--- src/rtl/survivor_traceback_reader.sv ---
// Viterbi traceback reader: walks packed survivor words backwards from a start address and
// state, unpacking two stages per RAM word and emitting decoded bits after the merge depth.
module survivor_traceback_reader #(
  parameter int unsigned N_ACS       = 4,
  parameter int unsigned WD_RAM_DATA = 8,
  parameter int unsigned WD_STATE    = 2,
  parameter int unsigned WD_ADDR     = 6,
  parameter int unsigned TB_DEPTH    = 2,
  parameter int unsigned DEC_LEN     = 2
) (
  input  logic                   clk_i,
  input  logic                   rst_i,
  input  logic                   start_i,
  input  logic [WD_ADDR-1:0]     start_addr_i,
  input  logic [WD_STATE-1:0]    start_state_i,
  output logic                   ram_rd_o,
  output logic [WD_ADDR-1:0]     ram_addr_o,
  input  logic [WD_RAM_DATA-1:0] ram_data_i,
  output logic                   busy_o,
  output logic                   dec_valid_o,
  output logic                   dec_bit_o,
  output logic                   done_o
);

  localparam int unsigned NumStages = TB_DEPTH + DEC_LEN;
  localparam int unsigned NumWords  = NumStages / 2;
  localparam int unsigned CntW      = $clog2(NumStages + 1);

  typedef enum logic [2:0] {StIdle, StRd, StHi, StLo, StFin} state_e;

  state_e              fsm_q, fsm_d;
  logic [WD_ADDR-1:0]  addr_q, addr_d;
  logic [WD_STATE-1:0] trel_q, trel_d;
  logic [CntW-1:0]     word_q, word_d;
  logic [CntW-1:0]     stage_q, stage_d;
  logic [N_ACS-1:0]    lo_q, lo_d;

  logic [N_ACS-1:0]    half;
  logic                surv_bit;
  logic                last_word;
  logic                emit;

  // HI consumes the newer stage straight off the RAM bus; LO uses the half latched in HI.
  assign half      = (fsm_q == StHi) ? ram_data_i[WD_RAM_DATA-1:N_ACS] : lo_q;
  assign surv_bit  = half[trel_q];
  assign last_word = (word_q == CntW'(NumWords - 1));
  assign emit      = (stage_q >= CntW'(TB_DEPTH));

  always_ff @(posedge clk_i) begin
    if (rst_i) begin
      fsm_q   <= StIdle;
      addr_q  <= '0;
      trel_q  <= '0;
      word_q  <= '0;
      stage_q <= '0;
      lo_q    <= '0;
    end else begin
      fsm_q   <= fsm_d;
      addr_q  <= addr_d;
      trel_q  <= trel_d;
      word_q  <= word_d;
      stage_q <= stage_d;
      lo_q    <= lo_d;
    end
  end

  always_comb begin
    fsm_d = fsm_q;
    unique case (fsm_q)
      StIdle:  if (start_i) fsm_d = StRd;
      StRd:    fsm_d = StHi;
      StHi:    fsm_d = StLo;
      StLo:    fsm_d = last_word ? StFin : StRd;
      StFin:   fsm_d = StIdle;
      default: fsm_d = StIdle;
    endcase
  end

  always_comb begin
    addr_d  = addr_q;
    trel_d  = trel_q;
    word_d  = word_q;
    stage_d = stage_q;
    lo_d    = lo_q;
    unique case (fsm_q)
      StIdle: begin
        if (start_i) begin
          addr_d  = start_addr_i;
          trel_d  = start_state_i;
          word_d  = '0;
          stage_d = '0;
        end
      end
      StHi: begin
        lo_d    = ram_data_i[N_ACS-1:0];
        trel_d  = {trel_q[WD_STATE-2:0], surv_bit};
        stage_d = stage_q + CntW'(1);
      end
      StLo: begin
        trel_d  = {trel_q[WD_STATE-2:0], surv_bit};
        stage_d = stage_q + CntW'(1);
        word_d  = word_q + CntW'(1);
        addr_d  = addr_q - WD_ADDR'(1);
      end
      default: ;
    endcase
  end

  always_comb begin
    ram_rd_o    = 1'b0;
    ram_addr_o  = '0;
    busy_o      = (fsm_q != StIdle);
    done_o      = 1'b0;
    dec_valid_o = 1'b0;
    dec_bit_o   = 1'b0;
    unique case (fsm_q)
      StRd: begin
        ram_rd_o   = 1'b1;
        ram_addr_o = addr_q;
      end
      StHi, StLo: begin
        dec_valid_o = emit;
        dec_bit_o   = emit & trel_q[WD_STATE-1];
      end
      StFin:   done_o = 1'b1;
      default: ;
    endcase
  end

endmodule

--- config.mk ---
export PLATFORM = sky130hd
export DESIGN_NAME = survivor_traceback_reader
export DESIGN_NICKNAME = d
export VERILOG_FILES = /design/src/rtl/survivor_traceback_reader.sv
export SDC_FILE = /design/constraint.sdc
export NUM_CORES = 1
export LEC_CHECK = 0
export CORE_MARGIN = 3
export CORE_UTILIZATION = 43
export CTS_CLUSTER_DIAMETER = 80
export DETAILED_ROUTE_END_ITERATION = 8
export GPL_ROUTABILITY_DRIVEN = 0
export GPL_TIMING_DRIVEN = 0
export PLACE_DENSITY = 0.74
export SETUP_SLACK_MARGIN = 0.4
export SLEW_MARGIN = 10
export SYNTH_ARGS = -nofsm -noshare
export SYNTH_HDL_FRONTEND = slang
export SYNTH_SLANG_ARGS = --single-unit
--- constraint.sdc ---
create_clock -name clk_i -period 1.5 [get_ports clk_i]
set_input_delay 0.225 -clock clk_i [delete_from_list [all_inputs] [get_ports clk_i]]
set_output_delay 0.225 -clock clk_i [all_outputs]
set_load 0.005 [all_outputs]
[Yosys cells after proc, flatten, opt, wreduce, memory -nomap -nowiden]
Index checks and enable logic that the tools add are counted.
Cells by class
  magnitude comparators: 2
  eq/ne operators: 6
  shifts and indexed selects: 0
  div/mod/pow operators: 0
  reduce and logical (&&, ||, !) cells: 7
  multiply operators: 0
  add/subtract/negate cells: 3
  bitwise logic cells: 1
  mux-type cells: 18
Operators by type and width (number)
  $mux 6: 2
  $pmux 3 s2: 2
  $pmux 3 s4: 1
  $pmux 6 s2: 1
  $mux 3: 3
  $add 3x1->3 const B: 2
  $eq 3x1->1 const B: 2
  $eq 3x2->1 const B: 2
  $sub 6x1->6 const B: 1
  $mux 1: 5
  $mux 4: 1
  $pmux 2 s2: 1
  $reduce_and 2->1: 2
  $reduce_bool 2->1: 2
  $eq 3x3->1 const B: 1
  $ge 3x2->1 const B: 1
  $logic_not 3->1: 1
  $lt 2x3->1 const B: 1
  $reduce_bool 3->1: 1
  $bmux 1 s2: 1
  $mux 2: 1
  $ne 2x2->1 const B: 1
  $reduce_or 2->1: 1
  $and 1x1->1: 1
Word-level totals
  bits of input ports: 19
  ROM bits: 0
  output and inout bits: 11
  memory bits (writable): 0
  memories: 0
  bits in registers: 21
  logic and storage cells: 43
  bits in latches: 0

[Depth between registers and ports, before layout]
  depth in word-level cells: 5
  gate-level depth with buffers: 6
  mapped depth without buffers: 6

[Worst setup path after synthesis]
OpenSTA, ideal clock, no wires.
  kind: register to register
  from: register fsm_q[1]
  to: register trel_q[0]
  library setup time: 137 ps
  required time: 1363 ps
  stages on the path, launching flop included: 5
  buffers on the path: 0
  arrival: 1364 ps
  period minus slack after synthesis: 1501 ps
  path slack: -1 ps
  path through: dfxtp_1 > nor3b_4 > mux4_1 > nand2_1 > a221oi_2
Between the ends
  longest elaborated chain between the ends: 5
  elaborated cells on any way between the ends: 11
  those cells by class: eq/ne (3); mux (4); reduce/logical (4)
RTL lines
  start: declaration: RTL line 31  | state_e fsm_q, fsm_d;
  start signal: assignment: RTL line 51  | fsm_q <= StIdle;
  start signal: assignment: RTL line 58  | fsm_q <= fsm_d;
  $eq 3x2->1: RTL line 44, 85
  $mux 4: RTL line 44  | assign half = (fsm_q == StHi) ? ram_data_i[WD_RAM_DATA-1:N_ACS] : lo_q;
  $bmux 1 s2: RTL line 45  | assign surv_bit = half[trel_q];
  $mux 1 (not written as such): RTL line 45
  $pmux 2 s2: RTL line 85  | unique case (fsm_q)
  end signal: assignment: RTL line 60  | trel_q <= trel_d;
  end: declaration: RTL line 33  | logic [WD_STATE-1:0] trel_q, trel_d;
Several ways; a longest one is shown, not always the timed one. The select of a mux whose other input is x is not followed.
A chain may end at the register's enable or synchronous reset.

[Worst setup path after layout]
  from: register fsm_q[1]
  to: output ram_addr_o[4]
Between the ends
  longest elaborated chain between the ends: 2
RTL lines
  $eq 3x1->1: RTL line 116  | unique case (fsm_q)
  $mux 6: RTL line 116
  end: declaration: RTL line 17  | output logic [WD_ADDR-1:0] ram_addr_o,
No other way between the ends.

==> reports/qor.yml <==
outcome:
  status: "complete, but fails checks"
  violations: "setup timing"
global_route:
  gr-total-overflow: 0
  antenna_found_initial: 0
  first_global_vias: 1318
  grt_max_degree: 13
  grt_pass1_wl_mm: 6.15
  grt_use_total_pct: 24.2
synth:
  ys_warn_count: 0
  netlist_top_cells_count: "dfxtp_1, nor2_1, a21oi_1, nand2_1, o21ai_0"
  synth_top_cell_by_area: "dfxtp_1"
  ys_seq_area_share_pct: 37.2
  synth_area_sq_um: 1130
  synth_edf_count: 0
  synth_top_cell_area_share_pct: 37.2
  synth_most_common_cell: "dfxtp_1"
  ys_ff_latch: 21
  synth_cell_type_count: 33
  synth_nets: 159
  ys.flop_type: "dfxtp_1"
  synthArstFlopShare_pct: 0
  synth_cells: 136
  syn_area_per_cell_sq_um: 8.32
  synth.area.top_cells: "dfxtp_1, a21oi_1, nor2_1"
timing:
  worst_pin_slew_ns: 0.640
  hold_ws_ns: 0.419
  rsz0062_at_grt: "yes"
  final_max_slew_viol_count: 0
  final-setup-viol-count: 22
  post-route-min-period_ns: 1.87
  skew_ns: 0.0177
  relSlewSlack_pct: 57.3
  finalHoldViolCount: 0
  post-route-period-util_pct: 125
  setup_ws_ns: -0.370
  clock.fmax_mhz: 535
  finalSetupTns_ns: -3.32
routing:
  wl_mm: 4.82
  wl_met2_mm: 2.34
  drtIter0Drc: 52
  routed_via_density: 6.06
  postRouteAntennaNets: 0
  top_layer: "met4"
  via_count: 1405
  wl_met3_um: 342
  m1WireLength_mm: 1.83
  wire_per_inst_um: 20.8
  route.detailed.drc: 0
  dr.pass1.iters: 4
placement:
  dpl_cell_area_sq_um: 1490
  place_ws_ns: -0.285
  port_buffers: 29
  dpl.hpwl_mm: 2.06
  place_inst: 193
critical_path:
  start_kind: "flop"
  worst_ep_arrival_time_ns: 1.64
  path_cells: "buf_8 -> nor3b_4 -> buf_4 -> buf_6 -> and2_4 -> buf_6"
  timing.rr.end: "trel_q[0]"
  cp.required_ns: 1.27
  reg2reg_slack_ns: -0.18
  worst-path-buf-inv: 4
  cp_max_fo: 4
  r2r_cells: 6
  crit_path_max_incr_delay_ns: 0.38
  crit_path_end_kind: "output pin"
  rr_startpoint: "fsm_q[1]"
  crit_path_frequent_cell: "buf_6"
  worst-setup-path-type: "flop to output pin"
  critPathSlowestCell: "dfxtp_4"
  cp_top_family: "buffers and inverters"
die:
  io_pins: 30
  fp.dieW_um: 57.3
  die_area_sq_um: 3280
  rows: 17
  initial_core_util_pct: 47.9
  die_h_um: 57.3
  fp.coreArea_sq_um: 2360
cells_and_area:
  fin_nets: 228
  drive_above_1_share_pct: 50.5
  regArea_sq_um: 429
  design_area_sq_um: 2070
  antenna_cells: 0
  multi_input_area_sq_um: 850
  nFillCells: 108
  fin_cells: 232
  syn_to_final_growth_pct: 83.3
clocking:
  h-tree-depth: 1
  ctsLongestPathBuffers: 2
  cts_root_buffer: "clkbuf_4"
  clock-sinks: 21
  worstSkewPairLatency_ns: 0.35
  tritoncts: "built"
  hold_buffers: 0
  clk_pin_slew_ns: 0.15
  cts-buffers-inserted: 3
power:
  power_frac_clock_pct: 15.2
  comb_power_share_pct: 51.5
  ir_drop_uv: 954
  p_int_w: 0.00131
  cellPowerDensity_nw_per_um2: 1010
  p_leak_nw: 0.834
  power.switching_w: 0.000786
  p_sw_share_pct: 37.6
  pwr-share-seq_pct: 33.3
worst_hold_path:
  hold_path_end: "lo_q[0]"
  worstHoldStart: "ram_data_i[0]"
  hold_path_class: "input pin to flop"
  min_delay_path_depth: 3
flow_run:
  maxCapViolCount: 0
==> layout make-up <==
class,count,area share (%)
clock inverters,1,0.241
well taps,28,1.69
inverters,7,1.27
repair buffers,64,30.4
flip-flops and latches,21,20.7
multi-input cells,100,41.0
clock buffers,3,1.09
plain buffers,8,3.68
==> flip-flops by register name, indices dropped and copies added (netlist names) <==
| name | flops |
|---|---|
| trel_q | 2 |
| stage_q | 3 |
| fsm_q | 3 |
| word_q | 3 |
| addr_q | 6 |
| lo_q | 4 |
==> worst register-to-register path: stages, from the launching register on <==
cell and delay [ns]:
dfxtp_4 0.39, buf_6 0.09, buf_6 0.10, nor3b_4 0.28, mux4_2 0.56, nand2_2 0.09, a221oi_2 0.06
==> per-stage QoR <==
step	util [%]	total power, W
6_report	87.8	0.00209
3_3_place_gp	63.0	0.00121
3_5_place_dp	63.0	0.00122
5_1_grt	87.8	0.00218
2_1_floorplan	-	0.00104
4_1_cts	78.0	0.00179
==> what timing repair did <==
action | 4_1_cts | 5_1_grt
endpoints found under the setup margin | 30 | 32
gates cloned | 1 | 0
setup buffers | 26 | 8
gates resized for setup | 93 | 37
endpoints found under the hold margin | 0 | 0
pin swaps | 28 | 14
==> cells by family (layout without fill, tap and decap cells) <==
family / after synthesis / in the layout / synth area share (%)
XOR/XNOR: 3 / 3 / 2.32
flip-flops: 21 / 21 / 37.2
buffers and inverters: 15 / 83 / 5.86
multiplexers: 2 / 2 / 4.31
AND/OR/NAND/NOR: 56 / 56 / 26.9
AO/OA/AOI/OAI: 35 / 35 / 19.0
adder cells (fa/ha/maj): 4 / 4 / 4.42
==> power by group through the flow <==
| stage | logic, W | clock network [W] | registers, W |
|---|---|---|---|
| after global routing | 0.00114 | 0.000338 | 0.000705 |
| after CTS | 0.000816 | 0.000287 | 0.000683 |
| after global placement | 0.000511 | 0 | 0.000697 |
| after detailed placement | 0.000523 | 0 | 0.000700 |
| final | 0.00108 | 0.000318 | 0.000698 |
| after floorplan | 0.000356 | 0 | 0.000685 |
==> routing by layer <==
layer / track usage, % / vias up
met1: 29.3 / 659
met4: 12.3 / 0
li1: - / 619
met2: 40.5 / 94
met5: 0 / -
met3: 4.75 / 33
==> layout by cell type (no fill, tap or decap), types with 5 or more instances in the layout <==
| cell | synthesis | layout |
|---|---|---|
| buf_6 | 0 | 27 |
| dfxtp_1 | 21 | 18 |
| clkdlybuf4s50_1 | 0 | 18 |
| buf_4 | 1 | 15 |
| nor2_1 | 16 | 12 |
| nand2_1 | 14 | 9 |
| a21oi_1 | 14 | 9 |
| inv_1 | 7 | 7 |
| buf_2 | 5 | 6 |
| a21oi_2 | 0 | 5 |
==> worst max-delay path by stage <==
stage | from | end | slack, ns | depth (start not counted)
after detailed placement | fsm_q[0] | ram_addr_o[4] | -0.28 | 4
final | fsm_q[1] | ram_addr_o[4] | -0.37 | 6
after global placement | fsm_q[0] | ram_addr_o[5] | -0.25 | 4
after floorplan | fsm_q[1] | trel_q[0] | 0.09 | 4
after CTS | fsm_q[2] | ram_addr_o[4] | -0.20 | 6
after global routing | fsm_q[2] | ram_addr_o[4] | -0.37 | 6
(Power assumes the default switching activity.)
